===== src/rtl/cnn_pe_pkg.sv =====
// Shared types and constants for the CNN processing-element datapath.
// Reduction stages share the window FSM encoding and W-bit saturation limits.
package cnn_pe_pkg;

  typedef enum logic [1:0] {
    IDLE  = 2'd0,
    ACCUM = 2'd1,
    HOLD  = 2'd2
  } acc_state_e;

  localparam int PE_W = 16;
  localparam logic [PE_W-1:0] PE_SMAX = {1'b0, {(PE_W-1){1'b1}}};
  localparam logic [PE_W-1:0] PE_SMIN = {1'b1, {(PE_W-1){1'b0}}};

endpackage


===== src/rtl/sat_narrow.sv =====
// Narrows a wide signed value to W bits, clamping to the signed range.
// Purely combinational; sat flags that a clamp happened.
module sat_narrow #(
  parameter int W  = 16,
  parameter int AW = 24
) (
  input  logic signed [AW-1:0] din,
  output logic        [W-1:0]  dout,
  output logic                 sat
);

  localparam logic [W-1:0] SMAX = {1'b0, {(W-1){1'b1}}};
  localparam logic [W-1:0] SMIN = {1'b1, {(W-1){1'b0}}};

  // Fits in W bits iff all bits from W-1 upward equal the sign
  logic [AW-W:0] top;
  assign top = din[AW-1:W-1];

  always_comb begin
    dout = din[W-1:0];
    sat  = 1'b0;
    if ((top != '0) && (top != '1)) begin
      sat  = 1'b1;
      dout = din[AW-1] ? SMIN : SMAX;
    end
  end

endmodule


===== src/rtl/product_accumulator.sv =====
// Sums a window of signed products and emits one saturated result per window.
// Valid/ready on both sides; back-to-back windows run at one beat per cycle.
module product_accumulator
  import cnn_pe_pkg::*;
#(
  parameter int W     = 16,
  parameter int CNT_W = 8
) (
  input  logic             CLK,
  input  logic             RST_N,
  input  logic             clr,
  input  logic [CNT_W-1:0] cfg_len,
  input  logic             in_valid,
  output logic             in_ready,
  input  logic [W-1:0]     in_data,
  output logic             out_valid,
  input  logic             out_ready,
  output logic [W-1:0]     out_data,
  output logic             out_sat
);

  localparam int ACC_W = W + CNT_W;

  acc_state_e               state_q, state_d;
  logic signed [ACC_W-1:0]  acc_q, acc_d;
  logic        [CNT_W-1:0]  cnt_q, cnt_d;
  logic        [CNT_W-1:0]  len_q, len_d;
  logic                     ov_q, ov_d;
  logic        [W-1:0]      od_q, od_d;
  logic                     os_q, os_d;

  logic                     take;
  logic                     start;
  logic                     last;
  logic signed [ACC_W-1:0]  ext;
  logic signed [ACC_W-1:0]  sum;
  logic        [CNT_W-1:0]  len_eff;
  logic        [CNT_W-1:0]  cnt_inc;
  logic        [W-1:0]      nar_d;
  logic                     nar_s;

  assign in_ready = (state_q != HOLD) | out_ready;
  assign take     = in_valid & in_ready & ~clr;

  // Any beat outside ACCUM opens a fresh window
  assign start   = (state_q != ACCUM);
  assign ext     = {{CNT_W{in_data[W-1]}}, in_data};
  assign sum     = start ? ext : acc_q + ext;
  assign len_eff = !start ? len_q :
                   (cfg_len == '0) ? CNT_W'(1) : cfg_len;
  assign cnt_inc = start ? CNT_W'(1) : cnt_q + CNT_W'(1);
  assign last    = (cnt_inc == len_eff);

  sat_narrow #(
    .W  (W),
    .AW (ACC_W)
  ) u_sat (
    .din  (sum),
    .dout (nar_d),
    .sat  (nar_s)
  );

  always_comb begin
    state_d = state_q;
    acc_d   = acc_q;
    cnt_d   = cnt_q;
    len_d   = len_q;
    ov_d    = ov_q;
    od_d    = od_q;
    os_d    = os_q;
    if (clr) begin
      state_d = IDLE;
      acc_d   = '0;
      cnt_d   = '0;
      ov_d    = 1'b0;
    end else begin
      if ((state_q == HOLD) && out_ready) begin
        state_d = IDLE;
        ov_d    = 1'b0;
      end
      if (take) begin
        acc_d = sum;
        cnt_d = cnt_inc;
        len_d = len_eff;
        if (last) begin
          state_d = HOLD;
          ov_d    = 1'b1;
          od_d    = nar_d;
          os_d    = nar_s;
        end else begin
          state_d = ACCUM;
        end
      end
    end
  end

  always_ff @(posedge CLK or negedge RST_N) begin
    if (!RST_N) begin
      state_q <= IDLE;
      acc_q   <= '0;
      cnt_q   <= '0;
      len_q   <= CNT_W'(1);
      ov_q    <= 1'b0;
      od_q    <= '0;
      os_q    <= 1'b0;
    end else begin
      state_q <= state_d;
      acc_q   <= acc_d;
      cnt_q   <= cnt_d;
      len_q   <= len_d;
      ov_q    <= ov_d;
      od_q    <= od_d;
      os_q    <= os_d;
    end
  end

  assign out_valid = ov_q;
  assign out_data  = od_q;
  assign out_sat   = os_q;

endmodule

===== config.mk =====
export PLATFORM = sky130hd
export DESIGN_NAME = product_accumulator
export DESIGN_NICKNAME = d
export VERILOG_FILES = /design/src/rtl/cnn_pe_pkg.sv /design/src/rtl/sat_narrow.sv /design/src/rtl/product_accumulator.sv
export SDC_FILE = /design/constraint.sdc
export NUM_CORES = 1
export LEC_CHECK = 0
export CORE_AREA = 2 2 97 99
export CTS_BUF_LIST = sky130_fd_sc_hd__clkbuf_4
export CTS_CLUSTER_DIAMETER = 60
export DETAILED_ROUTE_END_ITERATION = 12
export DIE_AREA = 0 0 99 101
export HOLD_SLACK_MARGIN = 0.06
export PLACE_DENSITY = 0.71
export SLEW_MARGIN = 30
export SYNTH_ARGS = -nofsm -noshare
export SYNTH_HDL_FRONTEND = slang
export SYNTH_SLANG_ARGS = --single-unit

===== constraint.sdc =====
create_clock -name CLK -period 4.5 [get_ports CLK]
set_clock_uncertainty 0.05 [all_clocks]
set_input_delay 0.45 -clock CLK [delete_from_list [all_inputs] [get_ports CLK]]
set_output_delay 0.45 -clock CLK [all_outputs]
set_load 0.05 [all_outputs]

==> summary.md <==
| Metric | Value |
|---|---|
| Net switching power | 0.610 mW |
| Global-route wire length before repair | 18.7 mm |
| CP startpoint kind | input port |
| Vias post-DR | 3927 |
| CTS tree | built |
| Area grow syn2layout | 17.3% |
| HPWL after DPL | 8.26 mm |
| CTS clk-pin slew, worst paths | 0.12 ns |
| Inserted Clock Buffers | 9 |
| Clock Path Buffers | 2 |
| Syn_nets | 548 |
| Crit path DAT | 3.85 ns |
| Number of max-cap violations | 0 |
| Most common flop cell mapped by yosys | dfrtp_1 |
| Logic pwr share | 0.349 |
| Slew @ Worst Pin | 0.770 ns |
| Minimum clock period | 3.62 ns |
| Synth Warn # | 0 |
| Slew Limit Fails | 0 |
| Fin crit share | 0.804 |
| Lkg Pwr | 2.16 nW |
| Yosys top cell area share | 0.340 |
| Drc violations | 0 |
| Inst Count DP | 636 |
| CP bufs+invs | 2 |
| Relative slew slack | 0.486 |
| Largest area contributor in the netlist | dfrtp_1 |
| Mean post-synth cell area | 8.79 um^2 |
| WL per Instance | 17.3 um |
| #FFs+latches synth | 60 |
| Post-synth ARST share | 1.00 |
| PortBufs | 47 |
| Die width | 99 um |
| Nets | 591 |
| RSZ-0062 raised after global routing | false |
| Sequential-to-total area share from yosys stat | 0.346 |
| Final count of hold timing violations | 0 |
| Vias in the first global route | 3852 |
| CP top delay family | compound AO/OA/AOI/OAI gates |
| TNS Setup | 0 ns |
| Worst path cell trace | clkdlybuf4s50_1 -> ha_1 -> fa_1 -> a21o_1 -> a221o_1 -> a221oi_4 -> o21bai_1 -> xor2_1 -> nor4_2 -> a311oi_4 -> buf_6 -> a21oi_1 -> o31ai_1 |
| H-tree Lvls | 3 |
| Clk Latency, worst-skew pair | 0.40 ns |
| Outcome | finished clean |
| Delay of the slowest critical-path stage | 0.44 ns |
| IO Count | 48 |
| Netlist cell types | 64 |
| Post-detailed-route count of antenna-violating nets | 0 |
| Fmax | 276 MHz |
| Synth top area cells | dfrtp_1 34%, a21oi_1 6.9%, ha_1 6.9% |
| Core area | 8980 um^2 |
| Crit path required time | 4.73 ns |
| Final setup fails | 0 |
| Fill cells | 814 |
| Largest net degree at the start of global routing | 61 |
| Tot GR Track Use | 0.233 |
| # rows | 35 |
| Mapped Cells | 494 |
| Die ar. | 10000 um^2 |
| Pint | 1.05 mW |
| Setup CP Type | input port to register |
| Most frequent cell after synthesis | nor2_1 |
| GPL Wtd Cong | 0.909 |
| Final core occ | 0.568 |
| Via density | 6.01 |
| Hold_buf cts | 0 |
| Drt pass-1 iters | 4 |
| Commonest cells post-synth | 68 x nor2_1, 60 x a21oi_1, 59 x dfrtp_1 |
| Worst-path maximum fanout | 11 |
| Finished Layout Cells | 653 |
| Num Clock Sinks | 60 |
| CP endpoint kind | register |
| Root Buffer | clkbuf_4 |
| Synth Cell Area | 4340 um^2 |
| Starting Density | 0.484 |
| Post-synth EDFFs | 0 |
| Clock power frac | 0.273 |
| Drt total wl | 11.3 mm |
| Antenna violations before repair | 1 |
| Gr ovfl total | 0 |
| Worst vdd ir | 0.212 mV |
| Share of cells above drive strength 1 | 0.116 |
| ANT cells | 0 |
| Slowest stage cell, crit path | nor4_2 |
| Drt first-iter violations | 244 |
| Power Dens Cells | 325 nW/um^2 |
| Switching Share | 0.368 |
| Die span in y | 101 um |
| Reg power frac | 0.378 |
| Post-CTS sizing | 0 |
| Smallest hold slack | 0.139 ns |
| Overall power | 1.66 mW |
| Min-delay worst type | input port to asynchronous set/reset pin |
| # Post-CTS Setup Buffers | 0 |
[per-layer routing]
| metal | up-vias | GRT usage | share of wire |
|---|---|---|---|
| li1 | 1909 | - | - |
| met1 | 1898 | 0.329 | 0.46 |
| met2 | 104 | 0.363 | 0.46 |
| met3 | 16 | 0.0437 | 0.061 |
| met4 | 0 | 0.0769 | 0.012 |
| met5 | - | 0 | 0 |
[flip-flops by register name, summed over array words and instances (netlist names)]
signal and count:
acc_q 24, cnt_q 8, out_sat 1, state_q 2, out_valid 1, out_data 16
len_q 8
[cell usage in the layout (no fill, tap or decap), types with 4 or more instances in the layout]
master	instances
and2_1	7
xor2_1	13
dfrtp_1	59
a22oi_1	4
a21oi_2	10
nand4_1	8
ha_1	24
or3_1	4
nor2_1	68
o211ai_1	6
a211oi_1	19
nand3_1	5
clkbuf_4	9
a21oi_1	60
a21o_1	9
mux2i_1	6
nor3b_1	5
clkdlybuf4s50_1	46
nand2_1	30
mux2_2	7
o21ai_1	5
o31ai_1	17
o21ai_0	21
xnor2_1	16
nor3_1	13
buf_4	12
[metrics by stage]
step / setup WS (ns) / area [um^2]
6_report: 0.883 / 5100
5_1_grt: 0.777 / 5100
4_1_cts: 0.805 / 5080
3_5_place_dp: 0.398 / 4910
3_3_place_gp: 0.441 / 4910
2_1_floorplan: 1.29 / 4340
[path summary, 6_finish.rpt]
| check | start | to | slack [ns] | cells after the start |
|---|---|---|---|---|
| worst max-delay path | in_data[0] | out_data[7] | 0.88 | 13 |
| worst min-delay path | RST_N | out_data[5] | 0.14 | 2 |
| worst max register to register | acc_q[0] | out_data[7] | 0.99 | 12 |
| worst min register to register | out_data[8] | out_data[8] | 0.46 | 2 |
| max in group asynchronous | RST_N | cnt_q[4] | 3.74 | 2 |
| min in group CLK | out_data[8] | out_data[8] | 0.46 | 2 |
[cells by family after synthesis]
| group | synth area share |
|---|---|
| multiplexers | 0.0320 |
| buffers and inverters | 0.0314 |
| AO/OA/AOI/OAI | 0.278 |
| flip-flops | 0.346 |
| adder cells (fa/ha/maj) | 0.0737 |
| AND/OR/NAND/NOR | 0.176 |
| XOR/XNOR | 0.0637 |
[power groups by stage]
stage	sequential, mW	clock (mW)	combinational [mW]
6_report	0.626	0.452	0.578
5_1_grt	0.633	0.493	0.630
4_1_cts	0.627	0.468	0.576
3_5_place_dp	0.637	0	0.572
3_3_place_gp	0.637	0	0.567
2_1_floorplan	0.688	0	0.343
[final cells by class]
class | count | area [um^2] | area share
clock buffers | 9 | 67.6 | 0.0133
clock inverters | 7 | 100 | 0.0196
inverters | 3 | 11.3 | 0.00221
multi-input cells | 403 | 2710 | 0.532
flip-flops and latches | 60 | 1500 | 0.295
well taps | 111 | 139 | 0.0272
repair buffers | 60 | 567 | 0.111
(Power assumes the default switching activity.)
